### config.mk
export PLATFORM = sky130hd
export DESIGN_NAME = div_32by16
export DESIGN_NICKNAME = d
export VERILOG_FILES = /design/src/rtl/div_pkg.sv /design/src/rtl/div_step.sv /design/src/rtl/div_32by16.sv
export SDC_FILE = /design/constraint.sdc
export NUM_CORES = 1
export LEC_CHECK = 0
export CELL_PAD_IN_SITES_DETAIL_PLACEMENT = 2
export CELL_PAD_IN_SITES_GLOBAL_PLACEMENT = 2
export CORE_MARGIN = 2
export CORE_UTILIZATION = 35
export DETAILED_ROUTE_END_ITERATION = 7
export PLACE_DENSITY = 0.91
export SYNTH_ARGS = -nofsm -noshare
export SYNTH_HDL_FRONTEND = slang
export SYNTH_HIERARCHICAL = 1
export SYNTH_SLANG_ARGS = --single-unit
### constraint.sdc
create_clock -name clk -period 4.45 [get_ports clk]
set_clock_uncertainty 0.15 [all_clocks]
set_input_delay 1.1125 -clock clk [delete_from_list [all_inputs] [get_ports clk]]
set_output_delay 1.1125 -clock clk [all_outputs]
set_load 0.02 [all_outputs]
### src/rtl/div_pkg.sv
// +-----------------------------------------------------------------------+
// | div_pkg: shared widths, state encoding and constants for div_32by16    |
// | Rev 1.0                                                                |
// +-----------------------------------------------------------------------+
`default_nettype none

package div_pkg;

    localparam int DVD_W = 32;
    localparam int DVS_W = 16;
    localparam int ITER  = 16;

    localparam logic [DVS_W-1:0] QUOT_SAT = 16'hFFFF;

    typedef enum logic [1:0] {
        ST_IDLE = 2'd0,
        ST_CALC = 2'd1,
        ST_DONE = 2'd2
    } state_t;

endpackage

`default_nettype wire

### src/rtl/div_step.sv
// +-----------------------------------------------------------------------+
// | div_step: one restoring-division iteration (shift, compare, subtract)  |
// | Rev 1.0                                                                |
// +-----------------------------------------------------------------------+
`default_nettype none

module div_step
    import div_pkg::*;
(
    input  logic [DVS_W:0]   rem_in,
    input  logic             dvd_bit,
    input  logic [DVS_W-1:0] divisor,
    output logic [DVS_W:0]   rem_out,
    output logic             q_bit
);

    logic [DVS_W:0] shifted;

    // A set top bit means the true shifted value exceeds 2^17, so it always
    // dominates the divisor; the 17-bit difference is exact because the real
    // result is smaller than the divisor.
    assign shifted = {rem_in[DVS_W-1:0], dvd_bit};
    assign q_bit   = rem_in[DVS_W] | (shifted >= {1'b0, divisor});
    assign rem_out = q_bit ? (shifted - {1'b0, divisor}) : shifted;

endmodule

`default_nettype wire

### src/rtl/div_32by16.sv
// +-----------------------------------------------------------------------+
// | div_32by16: sequential 32/16 unsigned restoring divider, 1 bit/cycle   |
// | Rev 1.0                                                                |
// +-----------------------------------------------------------------------+
`default_nettype none

module div_32by16
    import div_pkg::*;
(
    input  logic             clk,
    input  logic             reset,
    input  logic             start,
    input  logic [DVD_W-1:0] dividend,
    input  logic [DVS_W-1:0] divisor,
    output logic [DVS_W-1:0] quotient,
    output logic [DVS_W-1:0] remainder,
    output logic             busy,
    output logic             done,
    output logic             div_by_zero,
    output logic             overflow
);

    localparam int          CNT_W     = $clog2(ITER);
    localparam logic [CNT_W-1:0] LAST_ITER = CNT_W'(ITER - 1);

    state_t           state;
    logic [CNT_W-1:0] count;
    logic [DVS_W:0]   rem_p;
    logic [DVS_W-1:0] dvd_lo;
    logic [DVS_W-1:0] dvs;
    logic [DVS_W-2:0] q_work;
    logic [DVS_W:0]   rem_next;
    logic             q_bit;

    div_step u_step (
        .rem_in  (rem_p),
        .dvd_bit (dvd_lo[DVS_W-1]),
        .divisor (dvs),
        .rem_out (rem_next),
        .q_bit   (q_bit)
    );

    always_ff @(posedge clk or posedge reset) begin
        if (reset) begin
            state       <= ST_IDLE;
            count       <= '0;
            rem_p       <= '0;
            dvd_lo      <= '0;
            dvs         <= '0;
            q_work      <= '0;
            quotient    <= '0;
            remainder   <= '0;
            busy        <= 1'b0;
            done        <= 1'b0;
            div_by_zero <= 1'b0;
            overflow    <= 1'b0;
        end else begin
            done <= 1'b0;
            case (state)
                ST_IDLE: begin
                    if (start) begin
                        div_by_zero <= 1'b0;
                        overflow    <= 1'b0;
                        count       <= '0;
                        busy        <= 1'b1;
                        if (divisor == '0) begin
                            div_by_zero <= 1'b1;
                            quotient    <= QUOT_SAT;
                            remainder   <= dividend[DVS_W-1:0];
                            done        <= 1'b1;
                            state       <= ST_DONE;
                        end else if (dividend[DVD_W-1:DVS_W] >= divisor) begin
                            // Quotient would need more than 16 bits
                            overflow    <= 1'b1;
                            quotient    <= QUOT_SAT;
                            remainder   <= dividend[DVS_W-1:0];
                            done        <= 1'b1;
                            state       <= ST_DONE;
                        end else begin
                            rem_p  <= {1'b0, dividend[DVD_W-1:DVS_W]};
                            dvd_lo <= dividend[DVS_W-1:0];
                            dvs    <= divisor;
                            q_work <= '0;
                            state  <= ST_CALC;
                        end
                    end
                end
                ST_CALC: begin
                    rem_p  <= rem_next;
                    dvd_lo <= {dvd_lo[DVS_W-2:0], 1'b0};
                    q_work <= {q_work[DVS_W-3:0], q_bit};
                    count  <= count + 1'b1;
                    if (count == LAST_ITER) begin
                        quotient  <= {q_work, q_bit};
                        remainder <= rem_next[DVS_W-1:0];
                        done      <= 1'b1;
                        state     <= ST_DONE;
                    end
                end
                ST_DONE: begin
                    busy  <= 1'b0;
                    state <= ST_IDLE;
                end
                default: state <= ST_IDLE;
            endcase
        end
    end

endmodule

`default_nettype wire

==> metrics.txt <==
First DRT Iteration DRCs about 160; global-route wire length before repair ~33000 µm; IO buf count 86; Post-synth top flop dfrtp_1; relative slew slack 24.7%; Clock Sink Count 106; multi-input logic area approximately 0.0032 mm²; maximum net fanout on the critical path 32; slowest cell on the critical path clkdlybuf4s50_1; critical path class input port to register; Hold Violations, Final 0; cell family with most CP delay buffers and inverters; logic gate share of total power 62.3%; sum of buffers and inverters on the critical path 4; Switching Fraction 46.3%; Max stage delay on crit path around 580 ps; vias in the first global route 5852; core footprint ~0.017 mm²; Tcrit/Tclk final about 86%; ranking of synthesized cells by area dfrtp_1, mux2_2, nand2_1, ha_1, inv_1; Worst Path Arrival 3930 ps; DRT antenna net count 0; average size of a mapped cell approximately 9.8 µm²; diode count 0; Final min period 3820 ps; Netlist cell types 61; Initial Util 36.0%; Clk pwr share 12.4%; max-cap violations 0; Setup crit end kind register; Ys Warns 6; pin count of the biggest net entering global routing 64; wirelength, routed 20600 µm; H-tree depth 3; Final Max Tran Viols 0; Synth Net Count 721; Worst Hold Class register to register; ratio of cells with drive above 1 in the final layout 16.2%; die width ~140 µm; drt pass-1 iters 6; Post-route DRC 0; register area 0.00265 mm²; gpl congestion around 0.82; TritonCTS clock tree built; Final #Nets 804; # rows 48; post-synth top area cell dfrtp_1; die area between 0.015 and 0.02 mm²; top cell type's share of synthesized area a little over two fifths; detailed placement HPWL around 15000 µm; Cell Int Power 3800 µW; Net Switching 3270 µW; setup TNS 0 ps; Post-synth ARST share between 90% and 100%; initial antenna violation count 1; setup violators final 0; post-CTS resize count 0; #FFs+latches synth between 100 and 150; RSZ-0062 raised after global routing false; clk root buf clkbuf_16; CTS buffer count 9; EDFF count, synth 0; Worst-Skew Late Latency roughly 380 ps; Fmax between 200 and 300 MHz; Gate Count Post-Synth 636; Die Y between 100 and 150 µm; status complete, no violations; PD cells 919 mW/mm²; DR vias/cell about 5.4; worst-margin pin slew 1130 ps; post-CTS setup buffer count 0; Via Count around 5.1k; CTS Hold Bufs 0; peak supply drop about 0.36 mV; CP Launch Type input port; sequential-to-total area share from yosys stat a little over two fifths; Leakage ~0.0038 µW; gr ovfl total 0; required time of the worst setup path 4560 ps; CTS max path bufs 2; I/O pin cnt 87; sequential fraction of design power about 25%; Layout area overhead 23.2%; final design utilization roughly 44%; fillers approximately 1.8k; mean routed wirelength per cell 21.7 µm; Global Route Usage Sum roughly a quarter; Synth Cell Area around 0.0062 mm²; critical-path cell list clkdlybuf4s50_1 > inv_1 > ha_1 > a211oi_1 > nor2_1 > nor4_1 > buf_4 > nand4_2 > a21oi_2 > buf_12 > mux2_2; Reg clk slew, reported paths 80 ps
==> cell families (layout without fill, tap and decap cells) <==
family,count (synthesis),after routing,share of synthesized area (%)
AO/OA/AOI/OAI,91,91,11.0
flip-flops,106,106,42.5
adder cells (fa/ha/maj),34,34,6.94
buffers and inverters,82,170,6.07
multiplexers,90,90,16.3
AND/OR/NAND/NOR,222,222,15.7
XOR/XNOR,11,11,1.54
==> sequential cells by signal, indices dropped and copies added, names as in the netlist <==
signal       flops
count            4
dvs             16
busy             1
done             1
dvd_lo          16
remainder       16
rem_p           17
state            2
quotient        16
div_by_zero      1
q_work          15
overflow         1
==> cell type report <==
class / count / area share (%)
timing repair buffer: 97 / 12.9
multi-input combinational: 448 / 41.8
inverter: 57 / 2.91
tap: 225 / 3.66
clock buffer: 9 / 2.93
sequential: 106 / 34.5
clock inverter: 7 / 1.29
==> cells in the mapped netlist (4+ instances only) <==
| cell type | count |
|---|---|
| nand2b_1 | 5 |
| a211oi_1 | 4 |
| nand3_1 | 16 |
| nor3_1 | 8 |
| nand4_1 | 5 |
| a21o_1 | 7 |
| buf_6 | 4 |
| nor4_1 | 6 |
| nand2_1 | 127 |
| a21oi_1 | 18 |
| mux2_4 | 7 |
| mux2i_1 | 20 |
| dfrtp_1 | 106 |
| mux2_2 | 60 |
| nor2_1 | 37 |
| and4_1 | 4 |
| xor2_1 | 8 |
| ha_1 | 33 |
| a22o_1 | 18 |
| clkbuf_1 | 10 |
| o21ai_0 | 18 |
| buf_2 | 5 |
| o31ai_1 | 4 |
| inv_1 | 56 |
==> power groups by stage <==
stage	Sequential (µW)	Clock (µW)	Combinational, µW
CTS	1790	892	4440
floorplan	1860	0	2940
global placement	1750	0	4070
global route	1850	926	4830
detailed placement	1800	0	4350
finish	1790	874	4410
==> stage by stage <==
stage / setup slack [ps] / std cells / instance area (µm²) / hold slack (ps) / total power (µW)
2_1_floorplan: 399 / 636 / 6240 / 317 / 4800
3_3_place_gp: 378 / 933 / 7370 / 338 / 5830
3_5_place_dp: 227 / 933 / 7370 / 343 / 6150
4_1_cts: 607 / 949 / 7690 / 366 / 7120
5_1_grt: 417 / 949 / 7690 / 373 / 7610
6_report: 632 / 949 / 7690 / 360 / 7070
==> layout by cell type, fill, tap and decap left out, types with 18 or more instances in the layout <==
cell             Yosys  final
nand2_1            127    127
dfrtp_1            106    106
clkdlybuf4s50_1      0     86
mux2_2              60     60
inv_1               56     55
nor2_1              37     36
ha_1                33     33
mux2i_1             20     20
a21oi_1             18     18
o21ai_0             18     18
a22o_1              18     18
==> layer usage <==
layer,track usage (%),part of all wire [%],vias to the layer above
li1,-,-,2352
met1,27.5,42,2677
met2,43.1,53,82
met3,3.79,2.5,22
met4,7.33,2.5,0
met5,0,0,-
==> final timing paths <==
check,start,end,slack [ps],depth (start not counted)
max in group asynchronous,reset,dvd_lo[10],2330,3
setup / recovery,divisor[13],dvd_lo[13],630,11
min in group asynchronous,reset,div_by_zero,1030,2
hold / removal,remainder[9],remainder[9],360,1
setup reg to reg,dvs[6],remainder[6],850,11
hold reg to reg,remainder[9],remainder[9],360,1
Power figures use the tool's default switching activity.
==> RTL change 1: new RTL, config.mk and constraints unchanged <==
The package constant `ITER` goes from 16 to 32.
--- a/src/rtl/div_pkg.sv
+++ b/src/rtl/div_pkg.sv
@@ -9,5 +9,5 @@
     localparam int DVD_W = 32;
     localparam int DVS_W = 16;
-    localparam int ITER  = 16;
+    localparam int ITER  = 32;
 
     localparam logic [DVS_W-1:0] QUOT_SAT = 16'hFFFF;
Function: no difference found for any inputs over 10 cycles, from zero or initial values and one cycle with reset high; that may be too few to reach the edited logic, so the function may still have changed.
==> RTL change 1 against the original RTL <==
Die area increased by 0.17%; core utilization decreased by 0.15 points; power about the same; sequential cell count increased by 1; cell area decreased by 0.34%; synthesized area increased by 0.18%; synthesized cell count increased by 1.1%; routed wire length increased by 3.0%; setup slack got worse by 0.24 ns; largest cell class unchanged; highest routed layer unchanged.
==> RTL change 1: results (changes against the original RTL) <==
- Fin nets: 805 (+0.12%)
- Worst-path maximum fanout: 10 (-69%)
- Critical R2R Launch: dvs[10]$_DFFE_PP0P_
- Vias/cell: 5.49 (+1.5%)
- Register area share after synthesis: 42.8% (+0.32 points)
- WHS Path Cells: 2 (+1)
- Static Leak: 3.73 nW (-1.2%)
- Vias in the first global route: 6055 (+3.5%)
- Gpl congestion: 0.872 (+6.4%)
- Crit path DAT: 4.17 ns (+0.24 ns)
- Starting DRT DRC Count: 234 (+49%)
- PortBufs: 86 (unchanged)
- Status: finished, final reports clean
- Slew @ Worst Pin: 0.756 ns (-0.373 ns)
- Hold_sp: dvd_lo[8]$_DFFE_PP0P_
- Global-route wire length before repair: 33700 µm (+1.5%)
- Clock buffer depth: 2 (unchanged)
- WL final: 21200 µm (+3.0%)
- WHS: 0.350 ns (-0.00933 ns)
- Share of cells above drive strength 1: 9.67% (-6.5 points)
- VDD IR max: 0.303 mV (-17%)
- TritonRoute pass-1 iters: 4 (-2)
- DR vias: 5209 (+1.5%)
- Initial antenna violation count: 0 (-1)
- Synth top cells by count: dfrtp_1 (107), inv_1 (69), nand2_1 (54)
- Largest net degree at the start of global routing: 65 (+1.6%)
- RR Endpoint: remainder[10]$_DFFE_PP0P_
- Mapped Nets: 729 (+1.1%)
- Main area contributors after synthesis: dfrtp_1 (43%), mux2i_1 (7.8%), ha_1 (6.8%)
- Syn avg cell area: 9.72 µm² (-0.91%)
- Filler Cells Inserted: 1843 (+0.66%)
- R2R setup slack: 0.93 ns (+0.08 ns)
- Total GRT Usage: 23.6% (+0.31 points)
- Sw power: 3.44 mW (+5.0%)
## RTL change 1: cell count changes in the layout (fill, tap and decap cells not counted), sizes merged, moves of 2 or more
cell,before,now
buf,11,9
a21o,7,5
nand2,127,54
mux2i,20,49
clkinv,3,6
o21ai,19,51
mux2,70,24
nor2,38,35
and2,2,17
a21oi,20,48
inv,61,71
## RTL change 1: layer usage
| metal | global-route usage [%] | part of all wire, % |
|---|---|---|
| met5 | 0 | 0 |
| met4 | 9.45 | 3.2 |
| met3 | 3.57 | 3.1 |
| met2 | 44.2 | 54 |
| met1 | 26.7 | 40 |
## RTL change 1: worst max path at each step
| stage | from | end | slack, ns |
|---|---|---|---|
| finish | divisor[13] | remainder[1]$_DFFE_PP0P_ | 0.40 |
| global route | divisor[13] | remainder[1]$_DFFE_PP0P_ | 0.25 |
| CTS | divisor[13] | remainder[1]$_DFFE_PP0P_ | 0.44 |
| detailed placement | divisor[13] | remainder[1]$_DFFE_PP0P_ | 0.1 |
| global placement | divisor[13] | remainder[5]$_DFFE_PP0P_ | 0.39 |
| floorplan | reset | busy$_DFFE_PP0P_ | 0.37 |
## RTL change 1: kinds of logic (layout without fill, tap and decap cells)
kind of cell	after synthesis	in the layout	synth area share, %
adders and majority gates	35	35	7.12
xor gates and xnor gates	11	11	1.54
AOI/OAI and AO/OA	153	153	15.6
DFF	107	107	42.8
buffers and inverters	100	181	7.30
muxes	73	73	12.6
and+or+nand+nor	164	164	13.0
## RTL change 1: layout make-up
| type | instances | area share, % |
|---|---|---|
| inverters | 70 | 3.56 |
| well taps | 225 | 3.67 |
| multi-input cells | 436 | 41.0 |
| flip-flops and latches | 107 | 34.9 |
| clock inverters | 7 | 1.09 |
| clock buffers | 9 | 2.94 |
| repair buffers | 95 | 12.8 |
## RTL change 1: worst max-delay path, stage by stage
cell	delay, ns
clkdlybuf4s50_1	0.56
inv_1	0.09
ha_1	0.33
nand4_2	0.16
nor4_1	0.47
o31ai_1	0.24
and3b_1	0.27
a311o_2	0.48
buf_4	0.23
mux2i_1	0.23
## RTL change 1: metrics by stage
stage	setup WS (ns)	utilization [%]	area, µm²
after floorplan	0.370	-	6250
after global placement	0.388	42.4	7350
after detailed placement	0.0988	42.4	7350
after CTS	0.437	44.2	7660
after global routing	0.251	44.2	7660
final	0.395	44.2	7660
## RTL change 1: power groups by stage
| stage | clock network (mW) | logic (mW) | registers [mW] |
|---|---|---|---|
| final | 0.832 | 4.47 | 1.77 |
| after detailed placement | 0 | 4.35 | 1.78 |
| after floorplan | 0 | 2.83 | 1.84 |
| after global routing | 0.885 | 4.85 | 1.82 |
| after global placement | 0 | 4.05 | 1.73 |
| after CTS | 0.857 | 4.47 | 1.77 |
==> RTL change 2: new RTL, same flow settings <==
Made on the original files. Register the output `remainder` once more, cleared by the reset; this adds one clock of latency there. The other outputs are not delayed to match.
--- a/src/rtl/div_32by16.sv
+++ b/src/rtl/div_32by16.sv
@@ -23,4 +23,6 @@
     localparam int          CNT_W     = $clog2(ITER);
     localparam logic [CNT_W-1:0] LAST_ITER = CNT_W'(ITER - 1);
+
+    logic [DVS_W-1:0] remainder_s0;
 
     state_t           state;
@@ -50,5 +52,5 @@
             q_work      <= '0;
             quotient    <= '0;
-            remainder   <= '0;
+            remainder_s0 <= '0;
             busy        <= 1'b0;
             done        <= 1'b0;
@@ -67,5 +69,5 @@
                             div_by_zero <= 1'b1;
                             quotient    <= QUOT_SAT;
-                            remainder   <= dividend[DVS_W-1:0];
+                            remainder_s0 <= dividend[DVS_W-1:0];
                             done        <= 1'b1;
                             state       <= ST_DONE;
@@ -74,5 +76,5 @@
                             overflow    <= 1'b1;
                             quotient    <= QUOT_SAT;
-                            remainder   <= dividend[DVS_W-1:0];
+                            remainder_s0 <= dividend[DVS_W-1:0];
                             done        <= 1'b1;
                             state       <= ST_DONE;
@@ -93,5 +95,5 @@
                     if (count == LAST_ITER) begin
                         quotient  <= {q_work, q_bit};
-                        remainder <= rem_next[DVS_W-1:0];
+                        remainder_s0 <= rem_next[DVS_W-1:0];
                         done      <= 1'b1;
                         state     <= ST_DONE;
@@ -107,4 +109,12 @@
     end
 
+    always_ff @(posedge clk or posedge reset) begin
+        if (reset) begin
+            remainder <= '0;
+        end else begin
+            remainder <= remainder_s0;
+        end
+    end
+
 endmodule
 
Check against the original RTL: not equivalent (Yosys sat finds a counterexample within 4 cycles, from zero or initial values and one cycle with reset high).
==> RTL change 2 against the original RTL <==
Sequential cell count up 16; synthesized area up 7.3%; cell count up 11%; routed wire length up 24%; cell area up 11%; global-route usage up 2.8 points; power up 9.0%; sequential power up 15%; setup slack worse by 0.55 ns; register-to-register slack about the same; critical path depth down 1; critical endpoint is now quotient[9]$_DFFE_PP0P_.
==> RTL change 2: results (changes against the original RTL) <==
- Synth Flop Type: dfrtp_1
- Mapped Nets: 788 (+9.3%)
- Clock Latency Late Sink: 0.43 ns (+0.05 ns)
- Fmax: 229 MHz (-13%)
- Clk pin slew, worst setup/hold paths: 0.06 ns (-0.02 ns)
- Gpl congestion: 0.793 (-3.2%)
- N_diodes: 0 (unchanged)
- Vias in the first global route: 6670 (+14%)
- Starting DRT DRC Count: 313 (+99%)
- Largest net degree at the start of global routing: 71 (+11%)
- Fin nets: 893 (+11%)
- Static Leak: 3.96 nW (+5.0%)
- Synth top cells by count: dfrtp_1 (122), nand2_1 (113), nor2_1 (65)
- Share of cells above drive strength 1: 11.8% (-4.3 points)
- Synth async-reset ratio: 100% (unchanged)
- Filler Cells Inserted: 2004 (+9.4%)
- Crit-path leading delay family: compound AO/OA/AOI/OAI gates
- Vias/cell: 5.47 (+1.1%)
- Total GRT Usage: 26.2% (+2.8 points)
- TritonRoute pass-1 iters: 4 (-2)
- Register area share after synthesis: 45.6% (+3.1 points)
- Crit path DAT: 4.55 ns (+0.62 ns)
- Slowest CP cell: o31ai_4
- Clock buffer depth: 2 (unchanged)
- Worst Setup Slack post-DPL: -0.560 ns (-0.787 ns)
- WL final: 25500 µm (+24%)
- H-tree depth: 4 (+1)
- YS warnings: 6 (unchanged)
- Hold Path Class: reg2reg
- Post-synthesis cell type count: 58 (-4.9%)
- WHS: 0.233 ns (-0.126 ns)
- Reg with most FFs: rem_p
- Initial antenna violation count: 0 (-1)
- Total CTS buffers: 17 (+8)
- VDD IR max: 0.377 mV (+3.8%)
- Max-slew headroom: 42.1% (+17 points)
- Status: finished, final reports clean
- Max reg flops: 17 (unchanged)
- Largest stage delay, worst path: 0.69 ns (+0.11 ns)
- Main area contributors after synthesis: dfrtp_1 (46%), mux2i_1 (7.8%), nand2_1 (6.3%)
- Root Driver: clkbuf_16
- Global-route wire length before repair: 39700 µm (+20%)
- PortBufs: 86 (unchanged)
- Worst-path maximum fanout: 10 (-69%)
- R2R setup slack: 0.85 ns (about the same)
- Post-DP HPWL: 17000 µm (+13%)
[RTL change 2: changes by cell type in the layout (fill, tap and decap cells not counted), sizes merged, moves of 3 or more]
cell      delta
mux2        -45
mux2i       +32
o21ai       +31
a21oi       +29
nor2        +27
buf         +20
a22o        -16
dfrtp       +16
nand2       -14
clkbuf       +8
clkinvlp     +6
inv          -5
clkinv       +3
[RTL change 2: cells by family after synthesis]
logic type	share of synthesized area (%)
AND/OR/NAND/NOR	15.6
AO/OA/AOI/OAI	12.6
flip-flops	45.6
buffers and inverters	6.28
multiplexers	12.4
adder cells (fa/ha/maj)	6.46
XOR/XNOR	1.18
[RTL change 2: cell type report]
cell class | count | share of cell area (%)
clock buffers | 17 | 5.01
clock inverters | 14 | 1.49
inverters | 55 | 2.56
multi-input cells | 495 | 38.4
flip-flops and latches | 122 | 35.9
well taps | 234 | 3.45
repair buffers | 117 | 13.2
[RTL change 2: routing by layer]
layer	GRT usage [%]	vias to the layer above	part of all wire, %
met5	0	-	0
met3	4.68	47	3.1
met1	30.7	2984	41
met4	8.96	0	2.7
li1	-	2609	-
met2	48.1	126	54
[RTL change 2: path summary, 6_finish.rpt]
path | endpoint | cells after the start | from
worst max-delay path | quotient[9]$_DFFE_PP0P_ | 10 | divisor[5]
worst min-delay path | remainder[1]$_DFF_PP0_ | 0 | remainder_s0[1]$_DFFE_PP0P_
worst max register to register | remainder_s0[10]$_DFFE_PP0P_ | 12 | dvs[10]$_DFFE_PP0P_
worst min register to register | remainder[1]$_DFF_PP0_ | 0 | remainder_s0[1]$_DFFE_PP0P_
max in group asynchronous | dvs[11]$_DFFE_PP0P_ | 3 | reset
min in group asynchronous | remainder_s0[2]$_DFFE_PP0P_ | 2 | reset
[RTL change 2: where the power goes]
| part | internal (mW) | switching, mW |
|---|---|---|
| combinational | 1.68 | 2.65 |
| sequential | 1.63 | 0.413 |
| clock | 0.765 | 0.569 |
[RTL change 2: stage by stage]
| stage | TNS [ns] | instances | cell area [µm²] | total power [mW] |
|---|---|---|---|---|
| 5_1_grt | 0 | 1054 | 8500 | 8.17 |
| 6_report | 0 | 1054 | 8500 | 7.71 |
| 3_5_place_dp | -13.17 | 1021 | 7910 | 6.16 |
| 2_1_floorplan | 0 | 703 | 6700 | 4.71 |
| 3_3_place_gp | -4.84 | 1021 | 7910 | 5.77 |
| 4_1_cts | 0 | 1053 | 8480 | 7.69 |
[RTL change 2: what timing repair did]
item	in CTS	in global routing
pin swaps	1	1
cloned	1	0
setup buffers	0	1
resized for setup	1	1
hold endpoints to repair	0	0
hold buffers	0	0
endpoints found under the setup margin	15	3
